===== src/rtl/ravan_pkg.sv =====
// rtl/ravan_pkg.sv - shared widths, defaults and state encoding for the RAVAN job sequencer
package ravan_pkg;

    localparam int DATA_W      = 64;
    localparam int KEY_W       = 512;
    localparam int ADDR_W      = 32;
    localparam int TIMEOUT_DEF = 64;
    localparam int CNT_W_DEF   = 7;

    // One state per wrapper handshake phase, plus capture and result hold.
    typedef enum logic [2:0] {
        ST_IDLE = 3'd0,
        ST_AW   = 3'd1,
        ST_W    = 3'd2,
        ST_B    = 3'd3,
        ST_AR   = 3'd4,
        ST_R    = 3'd5,
        ST_CAP  = 3'd6,
        ST_RES  = 3'd7
    } seq_state_t;

    // Phases in which the engine can stall us and the watchdog must run.
    function automatic logic is_handshake_phase(input seq_state_t s);
        return (s == ST_AW) || (s == ST_W) || (s == ST_B) || (s == ST_AR) || (s == ST_R);
    endfunction

endpackage


===== src/rtl/ravan_job_sequencer_if.sv =====
// rtl/ravan_job_sequencer_if.sv - job, result and engine handshake bundle
// Ports (slave = sequencer view):
//   job_valid/job_ready + job_data/key/addr/mem_sel : job offered by upstream
//   res_valid/res_ready + res_data/res_err          : result returned upstream
//   eng_data/key/addr/mem_sel                       : registered job fields to engine
//   eng_aw/w/ar valid, eng_b/r ready                : sequencer-driven handshakes
//   eng_aw/w/ar ready, eng_b/r valid, eng_dout      : engine-driven handshakes and data
interface ravan_job_sequencer_if;
    import ravan_pkg::*;

    logic              job_valid;
    logic              job_ready;
    logic [DATA_W-1:0] job_data;
    logic [KEY_W-1:0]  job_key;
    logic [ADDR_W-1:0] job_addr;
    logic              job_mem_sel;

    logic              res_valid;
    logic              res_ready;
    logic [DATA_W-1:0] res_data;
    logic              res_err;

    logic [DATA_W-1:0] eng_data;
    logic [KEY_W-1:0]  eng_key;
    logic [ADDR_W-1:0] eng_addr;
    logic              eng_mem_sel;
    logic              eng_awvalid, eng_wvalid, eng_bready, eng_arvalid, eng_rready;
    logic              eng_awready, eng_wready, eng_bvalid, eng_arready, eng_rvalid;
    logic [DATA_W-1:0] eng_dout;

    modport slave (
        input  job_valid, job_data, job_key, job_addr, job_mem_sel, res_ready,
               eng_awready, eng_wready, eng_bvalid, eng_arready, eng_rvalid, eng_dout,
        output job_ready, res_valid, res_data, res_err,
               eng_data, eng_key, eng_addr, eng_mem_sel,
               eng_awvalid, eng_wvalid, eng_bready, eng_arvalid, eng_rready
    );

    modport master (
        output job_valid, job_data, job_key, job_addr, job_mem_sel, res_ready,
               eng_awready, eng_wready, eng_bvalid, eng_arready, eng_rvalid, eng_dout,
        input  job_ready, res_valid, res_data, res_err,
               eng_data, eng_key, eng_addr, eng_mem_sel,
               eng_awvalid, eng_wvalid, eng_bready, eng_arvalid, eng_rready
    );

endinterface


===== src/rtl/ravan_phase_watchdog.sv =====
// rtl/ravan_phase_watchdog.sv - per-phase stall counter with saturating count
// Ports:
//   clk, rst  : clock, asynchronous active-low reset
//   clear     : restart the count (asserted on every state change)
//   enable    : count this cycle
//   expired   : this cycle is the TIMEOUT-th one spent in the phase
module ravan_phase_watchdog #(
    parameter int TIMEOUT = 64,
    parameter int CNT_W   = 7
) (
    input  logic clk,
    input  logic rst,
    input  logic clear,
    input  logic enable,
    output logic expired
);

    logic [CNT_W-1:0] count;

    always_ff @(posedge clk or negedge rst) begin
        if (!rst) begin
            count <= '0;
        end else if (clear) begin
            count <= '0;
        end else if (enable && (count != CNT_W'(TIMEOUT))) begin
            count <= count + CNT_W'(1);
        end
    end

    // Fires on the cycle whose closing edge would bring the count to TIMEOUT,
    // so a stalled phase occupies exactly TIMEOUT cycles before the abort edge.
    assign expired = enable && (count >= CNT_W'(TIMEOUT - 1));

endmodule


===== src/rtl/ravan_job_sequencer.sv =====
// rtl/ravan_job_sequencer.sv - sequences one crypto job through the wrapper handshakes
// Ports:
//   clk, rst : clock, asynchronous active-low reset
//   bus      : ravan_job_sequencer_if.slave (job in, result out, engine handshakes)
module ravan_job_sequencer
    import ravan_pkg::*;
#(
    parameter int TIMEOUT = TIMEOUT_DEF,
    parameter int CNT_W   = CNT_W_DEF
) (
    input  logic                  clk,
    input  logic                  rst,
    ravan_job_sequencer_if.slave  bus
);

    seq_state_t        state, state_nxt;
    logic              ack, ack_nxt;       // B/R: one-cycle ready pulse after valid was seen
    logic              bready_nxt, rready_nxt;
    logic              res_valid_nxt, res_err_nxt;
    logic [DATA_W-1:0] res_data_nxt;
    logic              accept;
    logic              wd_clear, wd_enable, wd_expired;

    assign accept    = (state == ST_IDLE) && bus.job_valid;
    assign wd_enable = is_handshake_phase(state) && !ack;
    assign wd_clear  = (state_nxt != state);

    ravan_phase_watchdog #(
        .TIMEOUT (TIMEOUT),
        .CNT_W   (CNT_W)
    ) u_watchdog (
        .clk     (clk),
        .rst     (rst),
        .clear   (wd_clear),
        .enable  (wd_enable),
        .expired (wd_expired)
    );

    always_comb begin
        state_nxt     = state;
        ack_nxt       = 1'b0;
        bready_nxt    = 1'b0;
        rready_nxt    = 1'b0;
        res_valid_nxt = bus.res_valid;
        res_err_nxt   = bus.res_err;
        res_data_nxt  = bus.res_data;

        case (state)
            ST_IDLE: if (bus.job_valid) state_nxt = ST_AW;
            ST_AW:   if (bus.eng_awready) state_nxt = ST_W;
            ST_W:    if (bus.eng_wready) state_nxt = ST_B;
            ST_B: begin
                if (ack) begin
                    state_nxt = ST_AR;
                end else if (bus.eng_bvalid) begin
                    ack_nxt    = 1'b1;
                    bready_nxt = 1'b1;
                end
            end
            ST_AR:   if (bus.eng_arready) state_nxt = ST_R;
            ST_R: begin
                if (ack) begin
                    state_nxt = ST_CAP;
                end else if (bus.eng_rvalid) begin
                    ack_nxt    = 1'b1;
                    rready_nxt = 1'b1;
                end
            end
            // Engine updates dout on the rready edge, so sample it one cycle later.
            ST_CAP: begin
                state_nxt     = ST_RES;
                res_valid_nxt = 1'b1;
                res_err_nxt   = 1'b0;
                res_data_nxt  = bus.eng_dout;
            end
            ST_RES: begin
                if (bus.res_ready) begin
                    state_nxt     = ST_IDLE;
                    res_valid_nxt = 1'b0;
                end
            end
            default: state_nxt = ST_IDLE;
        endcase

        // Abort overrides any handshake completing on the same edge.
        if (wd_expired) begin
            state_nxt     = ST_RES;
            ack_nxt       = 1'b0;
            bready_nxt    = 1'b0;
            rready_nxt    = 1'b0;
            res_valid_nxt = 1'b1;
            res_err_nxt   = 1'b1;
            res_data_nxt  = '0;
        end
    end

    // Handshake outputs are registered copies of the next state, so each valid
    // drops on the same edge at which its ready is sampled.
    always_ff @(posedge clk or negedge rst) begin
        if (!rst) begin
            state           <= ST_IDLE;
            ack             <= 1'b0;
            bus.job_ready   <= 1'b1;
            bus.res_valid   <= 1'b0;
            bus.res_err     <= 1'b0;
            bus.res_data    <= '0;
            bus.eng_awvalid <= 1'b0;
            bus.eng_wvalid  <= 1'b0;
            bus.eng_bready  <= 1'b0;
            bus.eng_arvalid <= 1'b0;
            bus.eng_rready  <= 1'b0;
            bus.eng_data    <= '0;
            bus.eng_key     <= '0;
            bus.eng_addr    <= '0;
            bus.eng_mem_sel <= 1'b0;
        end else begin
            state           <= state_nxt;
            ack             <= ack_nxt;
            bus.job_ready   <= (state_nxt == ST_IDLE);
            bus.res_valid   <= res_valid_nxt;
            bus.res_err     <= res_err_nxt;
            bus.res_data    <= res_data_nxt;
            bus.eng_awvalid <= (state_nxt == ST_AW);
            bus.eng_wvalid  <= (state_nxt == ST_W);
            bus.eng_bready  <= bready_nxt;
            bus.eng_arvalid <= (state_nxt == ST_AR);
            bus.eng_rready  <= rready_nxt;
            if (accept) begin
                bus.eng_data    <= bus.job_data;
                bus.eng_key     <= bus.job_key;
                bus.eng_addr    <= bus.job_addr;
                bus.eng_mem_sel <= bus.job_mem_sel;
            end
        end
    end

endmodule


===== src/flat_wrapper.sv =====
// flat-port wrapper written by rule: the top's interface ports become plain ports
module ravan_job_sequencer_flat import ravan_pkg::*;
#(
    parameter int TIMEOUT = TIMEOUT_DEF,
    parameter int CNT_W   = CNT_W_DEF
)
  (clk, rst, bus_job_valid, bus_job_data, bus_job_key, bus_job_addr, bus_job_mem_sel, bus_res_ready, bus_eng_awready, bus_eng_wready, bus_eng_bvalid, bus_eng_arready, bus_eng_rvalid, bus_eng_dout, bus_job_ready, bus_res_valid, bus_res_data, bus_res_err, bus_eng_data, bus_eng_key, bus_eng_addr, bus_eng_mem_sel, bus_eng_awvalid, bus_eng_wvalid, bus_eng_bready, bus_eng_arvalid, bus_eng_rready);
  ravan_job_sequencer_if bus_i ();
  input  logic clk;
  input  logic rst;
  input wire logic [$bits(bus_i.job_valid)-1:0] bus_job_valid;
  input wire logic [$bits(bus_i.job_data)-1:0] bus_job_data;
  input wire logic [$bits(bus_i.job_key)-1:0] bus_job_key;
  input wire logic [$bits(bus_i.job_addr)-1:0] bus_job_addr;
  input wire logic [$bits(bus_i.job_mem_sel)-1:0] bus_job_mem_sel;
  input wire logic [$bits(bus_i.res_ready)-1:0] bus_res_ready;
  input wire logic [$bits(bus_i.eng_awready)-1:0] bus_eng_awready;
  input wire logic [$bits(bus_i.eng_wready)-1:0] bus_eng_wready;
  input wire logic [$bits(bus_i.eng_bvalid)-1:0] bus_eng_bvalid;
  input wire logic [$bits(bus_i.eng_arready)-1:0] bus_eng_arready;
  input wire logic [$bits(bus_i.eng_rvalid)-1:0] bus_eng_rvalid;
  input wire logic [$bits(bus_i.eng_dout)-1:0] bus_eng_dout;
  output wire logic [$bits(bus_i.job_ready)-1:0] bus_job_ready;
  output wire logic [$bits(bus_i.res_valid)-1:0] bus_res_valid;
  output wire logic [$bits(bus_i.res_data)-1:0] bus_res_data;
  output wire logic [$bits(bus_i.res_err)-1:0] bus_res_err;
  output wire logic [$bits(bus_i.eng_data)-1:0] bus_eng_data;
  output wire logic [$bits(bus_i.eng_key)-1:0] bus_eng_key;
  output wire logic [$bits(bus_i.eng_addr)-1:0] bus_eng_addr;
  output wire logic [$bits(bus_i.eng_mem_sel)-1:0] bus_eng_mem_sel;
  output wire logic [$bits(bus_i.eng_awvalid)-1:0] bus_eng_awvalid;
  output wire logic [$bits(bus_i.eng_wvalid)-1:0] bus_eng_wvalid;
  output wire logic [$bits(bus_i.eng_bready)-1:0] bus_eng_bready;
  output wire logic [$bits(bus_i.eng_arvalid)-1:0] bus_eng_arvalid;
  output wire logic [$bits(bus_i.eng_rready)-1:0] bus_eng_rready;
  assign bus_i.job_valid = bus_job_valid;
  assign bus_i.job_data = bus_job_data;
  assign bus_i.job_key = bus_job_key;
  assign bus_i.job_addr = bus_job_addr;
  assign bus_i.job_mem_sel = bus_job_mem_sel;
  assign bus_i.res_ready = bus_res_ready;
  assign bus_i.eng_awready = bus_eng_awready;
  assign bus_i.eng_wready = bus_eng_wready;
  assign bus_i.eng_bvalid = bus_eng_bvalid;
  assign bus_i.eng_arready = bus_eng_arready;
  assign bus_i.eng_rvalid = bus_eng_rvalid;
  assign bus_i.eng_dout = bus_eng_dout;
  assign bus_job_ready = bus_i.job_ready;
  assign bus_res_valid = bus_i.res_valid;
  assign bus_res_data = bus_i.res_data;
  assign bus_res_err = bus_i.res_err;
  assign bus_eng_data = bus_i.eng_data;
  assign bus_eng_key = bus_i.eng_key;
  assign bus_eng_addr = bus_i.eng_addr;
  assign bus_eng_mem_sel = bus_i.eng_mem_sel;
  assign bus_eng_awvalid = bus_i.eng_awvalid;
  assign bus_eng_wvalid = bus_i.eng_wvalid;
  assign bus_eng_bready = bus_i.eng_bready;
  assign bus_eng_arvalid = bus_i.eng_arvalid;
  assign bus_eng_rready = bus_i.eng_rready;
  ravan_job_sequencer #(.TIMEOUT(TIMEOUT), .CNT_W(CNT_W)) u_core (.clk(clk), .rst(rst), .bus(bus_i));
endmodule

===== config.mk =====
export PLATFORM = sky130hd
export DESIGN_NAME = ravan_job_sequencer_flat
export DESIGN_NICKNAME = d
export VERILOG_FILES = /design/src/rtl/ravan_pkg.sv /design/src/rtl/ravan_job_sequencer_if.sv /design/src/rtl/ravan_phase_watchdog.sv /design/src/rtl/ravan_job_sequencer.sv /design/src/flat_wrapper.sv
export SDC_FILE = /design/constraint.sdc
export NUM_CORES = 1
export LEC_CHECK = 0
export CELL_PAD_IN_SITES_DETAIL_PLACEMENT = 0
export CELL_PAD_IN_SITES_GLOBAL_PLACEMENT = 1
export CORE_AREA = 4 4 528 530
export CTS_BUF_LIST = sky130_fd_sc_hd__clkbuf_4
export DETAILED_ROUTE_END_ITERATION = 10
export DIE_AREA = 0 0 532 534
export GPL_ROUTABILITY_DRIVEN = 0
export GPL_TIMING_DRIVEN = 1
export PLACE_DENSITY = 0.42
export SLEW_MARGIN = 20
export SYNTH_ARGS = -nofsm -noshare
export SYNTH_HDL_FRONTEND = slang
export SYNTH_SLANG_ARGS = --single-unit

===== constraint.sdc =====
create_clock -name clk -period 2.6 [get_ports clk]
set_clock_uncertainty 0.1 [all_clocks]
set_input_delay 0.78 -clock clk [delete_from_list [all_inputs] [get_ports clk]]
set_output_delay 0.78 -clock clk [all_outputs]
set_load 0.01 [all_outputs]

# Word level (Yosys, flattened, before mapping)
# Index checks and enable logic that the tools add are counted.
# word_totals
ff_bits,692
word_cells,74
out_inout_bits,681
input_bits,682
# op_classes
magnitude_cmp,1
eq_ne,13
n_reduce_logical,15
n_addsub,1
n_mux,28
# op_table
cell,count
$mux W64,2
$mux W3,8
$pmux W3 S8,1
$eq A3 B3 Y1 const B,5
$mux W7,2
$mux W1,13
$eq A3 B2 Y1 const B,3
$add A7 B1 Y7 const B,1
$ge A7 B6 Y1 const B,1
$ne A7 B7 Y1 const B,1
$eq A3 B1 Y1 const B,2
$logic_not A3 Y1,2
$logic_and A1 B1 Y1,4
$logic_or A1 B1 Y1,4
$pmux W1 S2,2
$reduce_bool A2 Y1,2
$ne A3 B3 Y1,1
$ne A3 B3 Y1 const B,1
$reduce_bool A3 Y1,1
$reduce_and A2 Y1,1
$logic_not A1 Y1,1

# Depth between registers and ports, before layout
# Gate-level depths: netlist of the first run.
# depth
depth_word,10
mapped_depth,7
mapped_depth_nobuf,6

# By module
# From an unflattened synthesis of the first run, not the netlist that was laid out.
# unflattened
hier_cells,1674
area_unflattened_um2,26643.1
# modules_own_cells
module,instances,seq_area_each_um2,area_per_inst_um2,cells_per_inst
ravan_job_sequencer,1,17142.7,26227.7,1630
ravan_phase_watchdog,1,175.2,415.4,44

# Least setup slack after synthesis of the first run
# OpenSTA, ideal clock, no wires.
# synth_path
path_kind,register to register
start,reg u_core.state[0]
end,reg u_core.bus.eng_data[35] (netlist name)
setup_slack_ns,0.560
stages_incl_launch_ff,8
t_required_ns,2.375
setup_time_ns,0.125
arrival_ns,1.815
n_path_buf,4
synth_period_minus_slack_ns,2.040
cell_sequence,dfrtp_1 > buf_6 > or3_1 > buf_2 > nor2_8 > buf_6 > buf_12 > mux2_2
# synth_between
elab_chain_cells,2
# synth_rtl
element,line_no,source
start: declaration,ravan_job_sequencer.sv:16,"seq_state_t state, state_nxt;"
start signal: assignment,ravan_job_sequencer.sv:117,state <= state_nxt;
$logic_not A3 Y1,ravan_job_sequencer.sv:24,assign accept = (state == ST_IDLE) && bus.job_valid;
$logic_and A1 B1 Y1,ravan_job_sequencer.sv:24,
end signal: assignment,ravan_job_sequencer.sv:129,bus.eng_data <= bus.job_data;
end: declaration,ravan_job_sequencer_if.sv:35,"eng_data, eng_key, eng_addr, eng_mem_sel,"
# No other way between the ends.
# A chain may end at the register's enable or synchronous reset.

# Final worst setup path of the first run
# layout_path
start,reg u_core.bus.job_ready
end,out bus_job_ready
# layout_lines
element,line_no,source
start: declaration,ravan_job_sequencer_if.sv:34,"output job_ready, res_valid, res_data, res_err,"
start signal: assignment,ravan_job_sequencer.sv:119,bus.job_ready <= (state_nxt == ST_IDLE);
end: declaration,flat_wrapper.sv:23,output wire logic [$bits(bus_i.job_ready)-1:0] bus_job_ready;
# No word-level cell between the ends.

==> results.md, run 1 <==
- Synthesis handed over a netlist of 1,665 instances.
- The xor/xnor cell area share of the yosys netlist is 0.000653.
- The maximum number of pins on one net before global-route repair is 88.
- The type of the tightest min-delay check is in -> reg.
- The type of element capturing the critical path is an output port.
- For this run, the total global-route usage over all layers was measured as 0.133.
- The first global-routing pass estimated 255,000 um of wire.
- Broken down by cell family, the worst path's largest delay share belongs to flip-flops.
- In the final routed layout, each cell accounts on average for roughly 25 um.
- The share of the synthesized area in the top cell type is 0.645.
- The worst-margin pin slew is 0.813 ns.
- The worst-case setup slack after placement is -0.266 ns.
- The share of synthesized area spent on multiplexers is 0.258.
- Of all flip-flops after synthesis, the portion carrying an async set or reset was 1.00.
- The initialized floorplan defines 192 standard-cell rows.
- Fill cells in the final layout number 29,800.
- The number of antenna violations at the first check in global routing came to 230.
- Ranked by instance count, the synthesized netlist is headed by dfrtp_1, mux2_2, nand2_1, a21oi_1, mux2_1.
- The final net count is 4,818.
- Counting along the longest clock path gives a buffer depth of 4.
- The critical path goes through buf_8.
- In this run the power density over the cells is about 1100 mW/mm^2.
- Clock latency on the worst-skew pair, taken at its later pin, is 1.20 ns.
- The most used flip-flop cell after synthesis is dfrtp_1.
- Yosys attributes the largest share of cell area to dfrtp_1, mux2_2, buf_12, mux2_1, nand2_1.
- The category of the most critical setup path is reg -> out.
- The TritonCTS clock tree is yes.
- The number of cells traversed by the worst hold path is 2.
- The placeable core area is 0.273 sq mm.
- Of the total synthesized cell area, the portion taken by full adders, half adders and majority gates is 0.000933.
- The die covers 0.284 sq mm.
- The slack of the worst reg-to-reg path is approximately 0.22 ns.
- The launching element type of the critical path is a flip-flop.
- The first routing iteration left approximately 690 violations.
- The placed cell count is around 6,600.
- By area, the combinational part of the netlist is dominated by multiplexers.
- The area of the multi-input gates is 0.00820 sq mm.
- The clock edge transition at the registers on the reported setup and hold paths is 0.07 ns.
- The length in cells of the worst reg-to-reg path is 5.
- The share of the synthesized area in compound gates (AO/OA/AOI/OAI) is 0.0190.
- The data required time of the worst path is between 1.5 and 2 ns.
- The via count of the first global-routing pass was 26,900.
- The initial utilization of the core area, before any placement, comes to 0.0981.
- The number of DRC violations after detailed routing is 0.
- Clock tree synthesis selected as its root buffer the cell clkbuf_4.
- The wire length after detailed routing is 195,000 um.
- The flow ran to the end, but the final reports show violations.
- Setup total negative slack on the finished layout was measured at -9.60 ns.
- The estimated wirelength of the detail-placed design is 164,000 um.
- dfrtp_1 is the most common cell in the netlist.
- The biggest area contributor in the post-synthesis netlist is dfrtp_1.
- The number of buffers created by CTS is 226.
- Before antenna repair, the detailed router went through 5 iterations.
- The combined flip-flop and latch cell area is 0.0173 sq mm.
- The depth of the CTS H-tree is 4.
- The net count after synthesis is 2,349.
- The mean number of vias per cell is 3.12.
- The die is 534 um tall.
- After global routing the overflow that remains totals 0.
- Timing would allow up to 358 MHz.
- In this run the cell area of the synthesized design comes to 0.0268 sq mm.
- In the final layout, the share of cells above drive strength 1 is 0.445.
- In this run, synthesis inferred 0 flip-flops with an integrated enable.
- IR analysis of the VDD net gives a maximum drop of 0.482 mV.
- Counting both buffers and inverters, the worst setup path holds a total of 1.
- The total count of max-transition violations in the final report was 0.
- Pin placement for this block handled roughly 1,400 I/O pins.
- After synthesis, the netlist uses 43 different library cells.
- The number of port buffers is 1,362.
- The final critical path time including I/O delays and setup is 2.79 ns.
- The die extent in x is 532 um.
- Dividing the synthesized area by the synthesized cell count gives 16.1 sq um.
- The arrival time of the worst setup path is 1.91 ns.
- The tool flagged a number of max-cap violations equal to 0.
- The worst setup slack after layout is -0.195 ns.
- The count of vias placed by the detailed router is 24,800.
- Setup repair after global routing could not meet its margin everywhere.
- The area growth from synthesis to layout is 109%.
- Measured against its own limit, the worst slew margin works out to 0.456.
- The detail route stage leaves a number of antenna-violating nets equal to 0.
- The critical path's largest stage delay is approximately 0.58 ns.
- The largest driver fanout on the critical path is 1.
- Setup violations remaining at the end of the flow were counted as ~380.
- In this run the number of cells on the critical path is 1.
- Of the available clock period, the critical path in the final layout requires 1.07.
- The sink count of the clock tree is 692.
- The number of warnings issued by yosys is 0.
- Of the total synthesized cell area, the portion taken by AND, OR, NAND and NOR gates is 0.0265.
- In this run the static leakage power is 23.6 nW.
- The register area share after synthesis is 0.646.
- The register bit count reported by yosys is 692.
- On the critical path, the stage with the largest delay is an instance of dfstp_2.
- The checks that failed: setup timing.
- The number of hold violations in the final report came to 0.
- The final standard cell count with taps included and fillers excluded is roughly 8,000.
## report_power, final
group	switching (mW)	total, mW	internal [mW]	leakage (nW)
clock	5.62	11.3	5.66	1.61
sequential	4.12	20.5	16.3	8.21
combinational	13.5	31.2	17.7	13.8
## cells in the final DEF (no fill, tap or decap), drive strengths merged, types with 2 or more instances in the layout
| cell | count |
|---|---|
| o211ai | 3 |
| nand3 | 5 |
| and4b | 2 |
| ha | 2 |
| nor4 | 2 |
| or4 | 2 |
| a211o | 2 |
| inv | 8 |
| clkinv | 58 |
| mux2i | 3 |
| mux2 | 611 |
| diode | 74 |
| dlygate4sd3 | 650 |
| nand3b | 2 |
| clkdlybuf4s50 | 680 |
| a21o | 2 |
| dfrtp | 691 |
| clkinvlp | 3 |
| or3 | 3 |
| nor2 | 8 |
| o21ai | 4 |
| clkbuf | 318 |
| nor3 | 4 |
| nand2 | 133 |
| buf | 1005 |
| a21oi | 72 |
## layer usage
| metal | up-vias | part of all wire | global-route usage |
|---|---|---|---|
| met3 | 505 | 0.13 | 0.0810 |
| met1 | 11800 | 0.39 | 0.147 |
| met4 | 172 | 0.042 | 0.0513 |
| met5 | - | 0.0059 | 0.00283 |
| li1 | 11000 | - | - |
| met2 | 1339 | 0.44 | 0.206 |
## flip-flops by register name, summed over array words and instances, names as in the netlist, 3 cells and up
name	count
u_core.u_watchdog.count	7
u_core.bus.eng_key	512
u_core.state	3
u_core.bus.res_data	64
u_core.bus.eng_addr	32
u_core.bus.eng_data	64
## kinds of logic (layout without fill, tap and decap cells)
logic type,after synthesis,count (layout)
xor+xnor,2,2
fa+ha+maj,2,2
buf+inv,98,2723
other cells,0,74
simple gates,166,166
compound gates,91,91
flops,692,692
mux,614,614
## worst paths after layout
path	endpoint	from
setup / recovery	bus_job_ready	u_core.bus.job_ready
hold / removal	u_core.bus.eng_key[192]	bus_job_key[192]
setup reg to reg	u_core.bus.eng_key[384]	u_core.state[2]
hold reg to reg	u_core.bus.res_err	u_core.bus.res_err
max in group asynchronous	u_core.bus.eng_key[95]	rst
min in group asynchronous	u_core.bus.eng_key[277]	rst
## repair_timing
item	in CTS	in global routing
hold buffers	650	0
endpoints found under the hold margin	1298	0
endpoints found under the setup margin	681	681
gates resized for setup	3748	42
buffers inserted	153	63
## stage by stage
stage | total power [mW] | utilization | area [sq um] | hold WS (ns)
global route | 67.1 | 0.204 | 55900 | 0.0243
global placement | 48.7 | 0.164 | 44900 | 0.367
CTS | 64.0 | 0.201 | 55000 | 0.00482
detailed placement | 48.8 | 0.164 | 44900 | 0.374
floorplan | 29.9 | - | 26800 | 0.384
finish | 62.9 | 0.205 | 55900 | 0.223
## cell type report
type,count,share of cell area
Multi-Input combinational cell,875,0.147
Sequential cell,692,0.310
Antenna cell,74,0.00331
Tap cell,3589,0.0803
Clock inverter,66,0.00557
Inverter,4,0.000268
Timing Repair Buffer,2335,0.411
Clock buffer,318,0.0427
No activity file was read; power rests on OpenSTA's default activity.
==> run 2, diff against run 1 <==
--- a/config.mk
+++ b/config.mk
@@ -5,6 +5,7 @@
 export SDC_FILE = /design/constraint.sdc
 export NUM_CORES = 1
 export LEC_CHECK = 0
+export CAP_MARGIN = 20
 export CELL_PAD_IN_SITES_DETAIL_PLACEMENT = 0
 export CELL_PAD_IN_SITES_GLOBAL_PLACEMENT = 1
 export CORE_AREA = 4 4 528 530
==> results of run 2 <==
Final layout, timing and power as in run 1 (identical DEF).
